$ cat config.mk
export PLATFORM = sky130hd
export DESIGN_NAME = hazard_ctrl
export DESIGN_NICKNAME = d
export VERILOG_FILES = /design/src/rtl/riscv_pkg.sv /design/src/rtl/sat_counter.sv /design/src/rtl/hazard_ctrl.sv
export SDC_FILE = /design/constraint.sdc
export NUM_CORES = 1
export LEC_CHECK = 0
export CELL_PAD_IN_SITES_DETAIL_PLACEMENT = 1
export CELL_PAD_IN_SITES_GLOBAL_PLACEMENT = 2
export CORE_MARGIN = 10
export CORE_UTILIZATION = 29
export CTS_BUF_LIST = sky130_fd_sc_hd__clkbuf_16
export CTS_CLUSTER_DIAMETER = 60
export DETAILED_ROUTE_END_ITERATION = 12
export PLACE_DENSITY_LB_ADDON = 0.1
export SLEW_MARGIN = 20
export SYNTH_ARGS = -nofsm -noshare
export SYNTH_HDL_FRONTEND = slang
export SYNTH_SLANG_ARGS = --single-unit
$ cat constraint.sdc
create_clock -name clk -period 2.6 [get_ports clk]
set_input_delay 0.52 -clock clk [delete_from_list [all_inputs] [get_ports clk]]
set_output_delay 0.52 -clock clk [all_outputs]
set_load 0.02 [all_outputs]
$ cat src/rtl/riscv_pkg.sv
// Shared types for the pipeline hazard controller: wait-FSM states and
// register-address width.
package riscv_pkg;
  localparam int REG_ADDR_W = 5;

  typedef enum logic [1:0] {
    IDLE     = 2'd0,
    MEM_WAIT = 2'd1,
    ERROR    = 2'd2
  } hz_state_t;
endpackage

$ cat src/rtl/sat_counter.sv
// Up-counter that sticks at all-ones instead of wrapping; used for perf stats.
module sat_counter #(
  parameter int W = 32
) (
  input  logic         clk,
  input  logic         reset,
  input  logic         inc,
  input  logic         clr,
  output logic [W-1:0] q
);
  logic [W-1:0] cnt_q, cnt_d;

  always_comb begin
    cnt_d = cnt_q;
    if (clr)                      cnt_d = '0;
    else if (inc && cnt_q != '1)  cnt_d = cnt_q + 1'b1;
  end

  always_ff @(posedge clk or posedge reset) begin
    if (reset) cnt_q <= '0;
    else       cnt_q <= cnt_d;
  end

  assign q = cnt_q;
endmodule

$ cat src/rtl/hazard_ctrl.sv
// Pipeline hazard controller: per-stage enables/flushes for load-use stalls,
// taken-branch flushes and multi-cycle data-memory waits with timeout.
module hazard_ctrl
  import riscv_pkg::*;
#(
  parameter int MEM_TIMEOUT = 16,
  parameter int CNT_W       = 32
) (
  input  logic                  clk,
  input  logic                  reset,
  input  logic [REG_ADDR_W-1:0] rs1_d,
  input  logic [REG_ADDR_W-1:0] rs2_d,
  input  logic [REG_ADDR_W-1:0] rd_e,
  input  logic                  load_e,
  input  logic                  pc_src_e,
  input  logic                  mem_req_m,
  input  logic                  mem_ready_m,
  output logic                  en_f,
  output logic                  en_d,
  output logic                  en_e,
  output logic                  en_m,
  output logic                  en_w,
  output logic                  flush_d,
  output logic                  flush_e,
  output logic                  mem_timeout,
  output logic [CNT_W-1:0]      stall_cycles
);
  localparam int WCW = $clog2(MEM_TIMEOUT + 1);
  localparam logic [WCW-1:0] WAIT_MAX = WCW'(MEM_TIMEOUT);

  hz_state_t      state_q, state_d;
  logic [WCW-1:0] wcnt_q, wcnt_d;
  logic           mem_stall, branch, load_use;

  always_comb begin
    state_d = state_q;
    wcnt_d  = wcnt_q;
    case (state_q)
      IDLE: begin
        if (mem_req_m && !mem_ready_m) begin
          state_d = MEM_WAIT;
          wcnt_d  = WCW'(1);
        end
      end
      MEM_WAIT: begin
        if (mem_ready_m) begin
          state_d = IDLE;
          wcnt_d  = '0;
        end else if (wcnt_q == WAIT_MAX) begin
          state_d = ERROR;
        end else begin
          wcnt_d = wcnt_q + 1'b1;
        end
      end
      ERROR:   state_d = ERROR;
      default: state_d = IDLE;
    endcase
  end

  always_ff @(posedge clk or posedge reset) begin
    if (reset) begin
      state_q <= IDLE;
      wcnt_q  <= '0;
    end else begin
      state_q <= state_d;
      wcnt_q  <= wcnt_d;
    end
  end

  assign mem_stall = (state_q == IDLE     && mem_req_m && !mem_ready_m)
                   | (state_q == MEM_WAIT && !mem_ready_m)
                   | (state_q == ERROR);
  assign branch    = pc_src_e && !mem_stall;
  assign load_use  = load_e && (rd_e != '0) && (rd_e == rs1_d || rd_e == rs2_d)
                   && !pc_src_e && !mem_stall;

  // Reset overrides everything so the pipeline registers hold while reset is high.
  always_comb begin
    en_f    = 1'b1;
    en_d    = 1'b1;
    en_e    = 1'b1;
    en_m    = 1'b1;
    en_w    = 1'b1;
    flush_d = 1'b0;
    flush_e = 1'b0;
    if (reset || mem_stall) begin
      {en_f, en_d, en_e, en_m, en_w} = '0;
    end else if (branch) begin
      flush_d = 1'b1;
      flush_e = 1'b1;
    end else if (load_use) begin
      en_f    = 1'b0;
      en_d    = 1'b0;
      flush_e = 1'b1;
    end
  end

  assign mem_timeout = (state_q == ERROR);

  sat_counter #(.W(CNT_W)) u_stall_cnt (
    .clk   (clk),
    .reset (reset),
    .inc   (!en_f),
    .clr   (1'b0),
    .q     (stall_cycles)
  );
endmodule

; ---- After elaboration in Yosys (flattened, before gate mapping)
; Cells that the tools add are included.
[word_totals]
latchBits = 0
out_inout_bits = 40
in_bits = 21
n_memories = 0
romBits = 0
ff_bits = 39
mem_bits_rw = 0
[classes]
magnitude_cmp = 0
bitwise = 2
reduce_logical = 21
n_eq_ne = 9
div = 0
shifts = 0
n_mux = 17
n_addsub = 2
n_mul = 0
[op_table]
columns = op, count
row1 = "32-bit by 1-bit adder with 32-bit output, second input constant", 1
row2 = "32-bit != test, second input constant", 1
row3 = 5-bit 2-to-1 mux, 3
row4 = 5-bit equality test, 2
row5 = 1-bit logical AND, 10
row6 = 5-bit case mux with 2 select lines, 1
row7 = 1-bit 2-to-1 mux, 9
row8 = 2-bit 2-to-1 mux, 3
row9 = "3-bit != test, second input constant", 2
row10 = 2-bit case mux with 3 select lines, 1
row11 = "5-bit by 1-bit adder with 5-bit output, second input constant", 1
row12 = "5-bit equality test, second input constant", 1
row13 = 5-bit nonzero test, 1
row14 = 1-bit zero test, 4
row15 = 3-bit AND reduction, 1
row16 = "2-bit by 1-bit equality test with 1-bit output, second input constant", 1
row17 = "2-bit equality test, second input constant", 1
row18 = 2-bit zero test, 1
row19 = 1-bit logical OR, 2
row20 = "2-bit != test, second input constant", 1
row21 = 1-bit OR, 2
row22 = 2-bit AND reduction, 1
row23 = 2-bit nonzero test, 1

; ---- Longest topological paths before layout
; Gate-level depths: netlist (run 1).
[depth]
ltp_word = 12
mapped_depth = 8
depth_no_buf = 8

; ---- Modules after synthesis
; Synthesis (run 1) repeated with hierarchy kept, for this count alone.
[hier_totals]
cells_unflattened = 260
hier_area_um2 = 2364.8
[modules_own_cells]
columns = mod, cells_per_inst, seq_area_each_um2, instances, area_each_um2
row1 = sat_counter, 186, 800.8, 1, 1740.4
row2 = hazard_ctrl, 74, 175.2, 1, 624.3

; ---- Least setup slack after synthesis (run 1)
; No wires, ideal clock.
[synth_timing]
kind = input to output
startpoint = in rd_e[1]
endpoint = out en_f
required_time_ps = 2080
arrival_time_ps = 2036
path_slack_ps = 44
path_stages = 7
n_path_buf = 2
path_cell_list = or4_1 nor2_1 nor4b_1 a211o_1 buf_2 inv_1 buf_4
[synth_via]
elab_chain_cells = 8
[synth_rtl]
columns = item, line
row1 = start: declaration, hazard_ctrl.sv:13  ; input logic [REG_ADDR_W-1:0] rd_e,
row2 = 5-bit equality test / 5-bit nonzero test (equally long branches), hazard_ctrl.sv:74  ; assign load_use = load_e && (rd_e != '0) && (rd_e == rs1_d || rd_e == rs2_d)
row3 = 1-bit logical OR / 1-bit logical AND (equally long branches), hazard_ctrl.sv:74
row4 = 1-bit logical AND *, hazard_ctrl.sv:74
row5 = 1-bit logical AND * (2 in series), hazard_ctrl.sv:75  ; && !pc_src_e && !mem_stall;
row6 = 1-bit 2-to-1 mux * (3 in series), n/a
row7 = end: declaration, hazard_ctrl.sv:18  ; output logic en_f,
; Mark *: on every way between the ends. The rest lies on a longest branch, timed or not.

; ---- Worst setup path after layout (run 1)
[layout_timing]
startpoint = in rd_e[2]
endpoint = out en_f
[layout_via]
elab_chain_cells = 8
[layout_rtl]
columns = item, line
row1 = 5-bit equality test / 5-bit nonzero test (equally long branches), hazard_ctrl.sv:74
row2 = 1-bit logical OR / 1-bit logical AND (equally long branches), hazard_ctrl.sv:74
row3 = 1-bit logical AND *, hazard_ctrl.sv:74
row4 = 1-bit logical AND * (2 in series), hazard_ctrl.sv:75
row5 = 1-bit 2-to-1 mux *, hazard_ctrl.sv:91  ; end else if (load_use) begin
row6 = 1-bit 2-to-1 mux *, hazard_ctrl.sv:88  ; end else if (branch) begin
row7 = 1-bit 2-to-1 mux *, hazard_ctrl.sv:86  ; if (reset || mem_stall) begin
; Marked as above.

==> key figures, run 1 <==
Worst setup path
  • Worst Reg-to-Reg Cells: 9
  • Critical path's top delay family: simple AND/OR/NAND/NOR gates
  • CP cell instances: dlygate4sd2_1 -> or4_4 -> nor2_4 -> nor4b_4 -> a211o_1 -> inv_2 -> buf_6
  • Critical Path Max Stage Delay: 0.52 ns
  • CP Data Arrival Time: 2.01 ns
  • Worst path slowest cell: or4_4
  • Critical R2R Capture: u_stall_cnt.q[1]
  • Crit path depth: 7
  • Required time of the critical path: 2.08 ns
  • Setup Crit Path Kind: input port to output port
  • CP startpoint kind: input port
  • Crit. End Element: output port
  • Critical path buffers and inverters: 3
  • Worst r2r src: state_q[0]
  • CP max FO: 2
  • R2r setup slk: 0.30 ns

Die
  • Num rows: 31
  • Core footprint: 0.00721 mm^2
  • IO Pins: 61
  • Chip height: 106 um
  • Die width: 106 um
  • Die area: 0.0113 mm^2
  • Initial Util: 29.8%

Clock tree
  • CTS Buf Count: 5
  • Root Driver: clkbuf_16
  • Clk sink count: 39
  • Longest Clk Path Bufs: 2
  • CTS tree: built
  • Skew-Pair Late Insertion Delay: 0.28 ns
  • Worst-path clk slew: 0.06 ns
  • Post-CTS Hold Buffers: 0
  • Number of H-tree levels: 2

Worst hold path
  • Worst hold path endpoint: u_stall_cnt.q[19]
  • Min-delay src: u_stall_cnt.q[19]
  • Hold path depth: 1
  • Worst hold path class: flip-flop to flip-flop

Global routing
  • Antenna violations before repair: 0
  • Pin count of the biggest net entering global routing: 40
  • Gr ovfl total: 0
  • Vias in the first global route: 2062
  • Total GRT Usage: 11.1%
  • Global-route wire length before repair: 10300 um

Route
  • Final WL: 6260 um
  • First-pass DRT Iterations: 4
  • Post-DRT Antenna Nets: 0
  • Wire per inst: 16.2 um
  • Vias post-DR: 1881
  • Via density: 4.87
  • 1st-iter DRT viols: 52
  • Drc violations: 0

Cells and area
  • ANT cells: 0
  • Nets: 310
  • Fraction of layout cells with a size suffix above 1: 13.9%
  • Final instance area: 0.00315 mm^2
  • Layout area overhead: 46.7%
  • Fillcell total: 818

Synthesis
  • Post-synthesis cell type count: 38
  • Most numerous cell in the Yosys netlist: xnor2_1
  • Mapped Area: 0.00215 mm^2
  • Ys Warns: 0
  • Ys async rst share: 100%
  • Prevailing post-synth register cell: dfrtp_1
  • Post-synth EDFFs: 0
  • Cells after Synth: 212
  • Avg Inst Size Synth: 10.1 um^2
  • Post-synthesis sequential area ratio: 45.4%
  • Leading area contributor after synthesis: dfrtp_1
  • Most frequent cells after synthesis: xnor2_1 (41), dfrtp_1 (39), nand4_1 (22)
  • Share of the synthesized area in the top cell type: 45.4%
  • Synth area leaders: dfrtp_1 (45%), xnor2_1 (17%), nand4_1 (6.4%), and3_1 (4.4%), nand3_1 (3.0%)
  • Synth Net Count: 236
  • FF+latch count, synth: 39

Power
  • P per Cell Area: 632 mW/mm^2
  • LEAKAGE: 1.35 nW
  • Maximum vdd ir drop: 213 uV

STA
  • Slew Limit Fails: 0
  • Slew headroom: 65.5%
  • Min Clock Period, post-route: 2.53 ns
  • Final hold violations: 0
  • Highest clock rate: 395 MHz
  • Fin crit share: 97.4%
  • RSZ-0062 raised after global routing: false
  • Skew final: 0.00647 ns
  • Setup TNS Final: 0 ns
  • Setup Viol. Count Final: 0
  • Slew @ Worst Pin: 0.518 ns

Placement
  • Gpl congestion: 0.739
  • Port bufs: 60
  • Placed cell areas: 0.00293 mm^2
  • Detail Placement HPWL: 4660 um

Status
  • Status: finished clean

Job
  • Max Cap Violations: 0
## per-stage QoR
step / power [mW] / utilization, % / worst slack, ns / std cells / hold WS (ns)
2_1_floorplan: 0.993 / - / 0.0442 / 212 / 0.505
3_3_place_gp: 1.22 / 40.6 / -0.606 / 377 / 0.484
3_5_place_dp: 1.23 / 40.6 / -0.607 / 377 / 0.497
4_1_cts: 2.03 / 43.4 / 0.0410 / 386 / 0.506
5_1_grt: 2.10 / 43.7 / 0.0118 / 386 / 0.528
6_report: 2.00 / 43.7 / 0.0665 / 386 / 0.495
## timing repair
item,4_1_cts,5_1_grt
resized for setup,31,6
buffers inserted,1,0
pin swaps,5,5
setup endpoints to repair,7,3
## worst reg2reg max path: cells and delay by family, from the launching register on
kind	cells	cell delay [ns]
AO/OA/AOI/OAI	2	0.31
multiplexers	1	0.29
buffers and inverters	3	0.62
flip-flops	1	0.41
AND/OR/NAND/NOR	3	0.56
## state kept, by name, summed over array words and instances, names as in the netlist
register,flops
state_q,2
wcnt_q,5
u_stall_cnt.q,32
## metal layers
layer / routed length, um / part of all wire [%] / global-route usage, %
met1: 2650 / 42 / 12.3
met2: 3180 / 51 / 19.3
met3: 369 / 5.9 / 4.35
met4: 58 / 0.93 / 2.90
met5: 0 / 0 / 0
## kinds of logic (layout without fill, tap and decap cells)
logic type	after synthesis	after routing	synth area share (%)
simple gates	94	94	25.9
buf+inv	18	93	4.65
xor+xnor	43	43	17.5
compound gates	14	14	4.25
flops	39	39	45.4
mux	1	1	0.524
fa+ha+maj	3	3	1.75
## worst max-delay path by stage
stage,endpoint,from
floorplan,en_f,rd_e[1]
global placement,en_f,rd_e[1]
detailed placement,en_f,rd_e[1]
CTS,en_f,rd_e[0]
global route,en_d,rd_e[2]
finish,en_f,rd_e[2]
## cell usage in the layout, fill, tap and decap left out, types with 3 or more instances in the layout
master,instances
o21ai_0,5
and3_1,15
clkdlybuf4s50_1,46
and4_1,3
ha_1,3
nor2_1,6
clkbuf_16,5
xnor2_1,41
nand4_1,22
nand3_1,13
dfrtp_1,39
nand2_1,13
buf_4,19
and2_1,4
inv_1,7
dlygate4sd2_1,8
## report_power, final
part           switching [mW]  total (mW)  internal (mW)
Sequential             0.0784       0.747          0.669
Combinational           0.227       0.464          0.237
Clock                   0.237       0.783          0.546
## layout make-up
type,count,area [um^2],area share [%]
Multi-Input combinational cell,155,1110,35.1
Sequential cell,39,976,30.9
Timing Repair Buffer,78,731,23.2
Clock buffer,5,125,3.97
Tap cell,99,124,3.93
Clock inverter,3,63.8,2.02
Inverter,7,26.3,0.833
Power figures use the tool's default switching activity.
==> run 2, diff against run 1 <==
--- a/config.mk
+++ b/config.mk
@@ -12,7 +12,8 @@
 export CTS_BUF_LIST = sky130_fd_sc_hd__clkbuf_16
 export CTS_CLUSTER_DIAMETER = 60
 export DETAILED_ROUTE_END_ITERATION = 12
-export PLACE_DENSITY_LB_ADDON = 0.1
+export GPL_TIMING_DRIVEN = 0
+export PLACE_DENSITY = 0.77
 export SLEW_MARGIN = 20
 export SYNTH_ARGS = -nofsm -noshare
 export SYNTH_HDL_FRONTEND = slang
==> key figures, run 2 (synthesis results as in run 1) <==
Worst setup path
  • Worst path slowest cell: or4_4
  • Worst Setup SP: rd_e[2]
  • Critical path buffers and inverters: 3
  • Critical path's top delay family: simple AND/OR/NAND/NOR gates
  • CP max FO: 3
  • Worst Reg-to-Reg Cells: 5
  • Critical R2R Capture: u_stall_cnt.q[19]
  • Worst r2r src: u_stall_cnt.q[4]
  • CP cell instances: buf_4 -> or4_4 -> nor2_4 -> nor4b_4 -> a211o_1 -> inv_2 -> buf_6
  • Crit. End Element: output port
  • Required time of the critical path: 2.08 ns
  • CP startpoint kind: input port
  • R2r setup slk: 0.32 ns
  • CP Data Arrival Time: 1.97 ns
  • Critical Path Max Stage Delay: 0.55 ns
  • Setup Crit Path Kind: input port to output port

Die
  • IO Pins: 61
  • Core footprint: 0.00721 mm^2
  • Num rows: 31
  • Initial Util: 29.8%
  • Chip height: 106 um
  • Die area: 0.0113 mm^2
  • Die width: 106 um

Route
  • First-pass DRT Iterations: 4
  • Via density: 4.85
  • Wire per inst: 17.1 um
  • 1st-iter DRT viols: 31
  • Final WL: 6490 um
  • Drc violations: 0
  • Post-DRT Antenna Nets: 0
  • Vias post-DR: 1842

STA
  • Min Clock Period, post-route: 2.49 ns
  • RSZ-0062 raised after global routing: false
  • Slew headroom: 37.3%
  • Highest clock rate: 401 MHz
  • Skew final: 0.00680 ns
  • Worst Hold Slack: 0.498 ns
  • Slew @ Worst Pin: 0.933 ns
  • Fin crit share: 95.8%
  • Final hold violations: 0
  • Setup Viol. Count Final: 0
  • Slew Limit Fails: 0

Clock tree
  • Post-CTS Hold Buffers: 0
  • CTS Buf Count: 5
  • CTS tree: built
  • Skew-Pair Late Insertion Delay: 0.29 ns
  • Worst-path clk slew: 0.06 ns
  • Clk sink count: 39
  • Root Driver: clkbuf_16
  • Number of H-tree levels: 2
  • Longest Clk Path Bufs: 2

Global routing
  • Global-route wire length before repair: 10600 um
  • Gr ovfl total: 0
  • Antenna violations before repair: 0
  • Vias in the first global route: 1971
  • Total GRT Usage: 11.5%
  • Pin count of the biggest net entering global routing: 22

Worst hold path
  • Worst hold path class: flip-flop to flip-flop
  • Hold path depth: 1
  • Worst hold path endpoint: u_stall_cnt.q[30]
  • Min-delay src: u_stall_cnt.q[30]

Cells and area
  • Fraction of layout cells with a size suffix above 1: 14.6%
  • Nets: 304
  • Layout area overhead: 45.3%
  • Commonest non-fill, non-tap cell in the layout: clkdlybuf4s50_1
  • Max reg flops: 32
  • ANT cells: 0
  • Fillcell total: 822
  • Most frequent cells in the layout: clkdlybuf4s50_1 (46), xnor2_1 (41), dfrtp_1 (39)

Placement
  • Gpl congestion: 0.734
  • Port bufs: 60
  • Detail Placement HPWL: 4770 um

Status
  • Status: finished clean

Power
  • LEAKAGE: 1.31 nW
  • Total Power: 1.92 mW
  • Maximum vdd ir drop: 441 uV
  • P per Cell Area: 613 mW/mm^2

Job
  • Max Cap Violations: 0
-- run 2: timing repair --
action | 4_1_cts | 5_1_grt
gates resized for setup | 41 | 15
setup endpoints to repair | 7 | 4
endpoints found under the hold margin | 0 | 0
buffers inserted | 2 | 0
cloned | 0 | 0
pin swaps | 4 | 8
-- run 2: layout make-up --
class / instances / area [um^2] / share of cell area [%]
Tap cell: 99 / 124 / 3.96
Sequential cell: 39 / 976 / 31.2
Clock buffer: 5 / 125 / 4.00
Multi-Input combinational cell: 155 / 1140 / 36.4
Inverter: 7 / 26.3 / 0.841
Timing Repair Buffer: 63 / 628 / 20.1
Clock inverter: 3 / 38.8 / 1.24
Buffer: 9 / 67.6 / 2.16
-- run 2: worst max path at each step --
stage,endpoint,slack (ns),cells after the start
after global placement,flush_e,-1.06,4
after CTS,en_f,-0.11,9
after global routing,en_f,0.06,7
after floorplan,en_f,0.04,7
final,en_f,0.11,7
after detailed placement,en_f,-1.07,9
-- run 2: stage by stage --
step           setup slack, ns  TNS, ns  area (um^2)  util [%]  cells
2_1_floorplan           0.0442        0         2150         -    212
3_3_place_gp             -1.06    -5.53         2880      39.9    371
3_5_place_dp             -1.07    -6.03         2900      40.2    372
4_1_cts                 -0.109   -0.109         3120      43.2    382
5_1_grt                 0.0619        0         3120      43.3    380
6_report                 0.108        0         3120      43.3    380
-- run 2: power by group --
part           total [mW]  leakage [nW]  internal, mW  switching, mW
combinational       0.469         0.701         0.234          0.235
sequential          0.748         0.528         0.669         0.0789
clock               0.699        0.0812         0.448          0.252
-- run 2: per-layer routing --
metal	GRT usage, %	vias up	wire length [um]
met5	0	-	0
met2	19.5	23	3290
li1	-	887	-
met4	3.87	0	83
met3	3.14	8	264
met1	13.9	924	2860
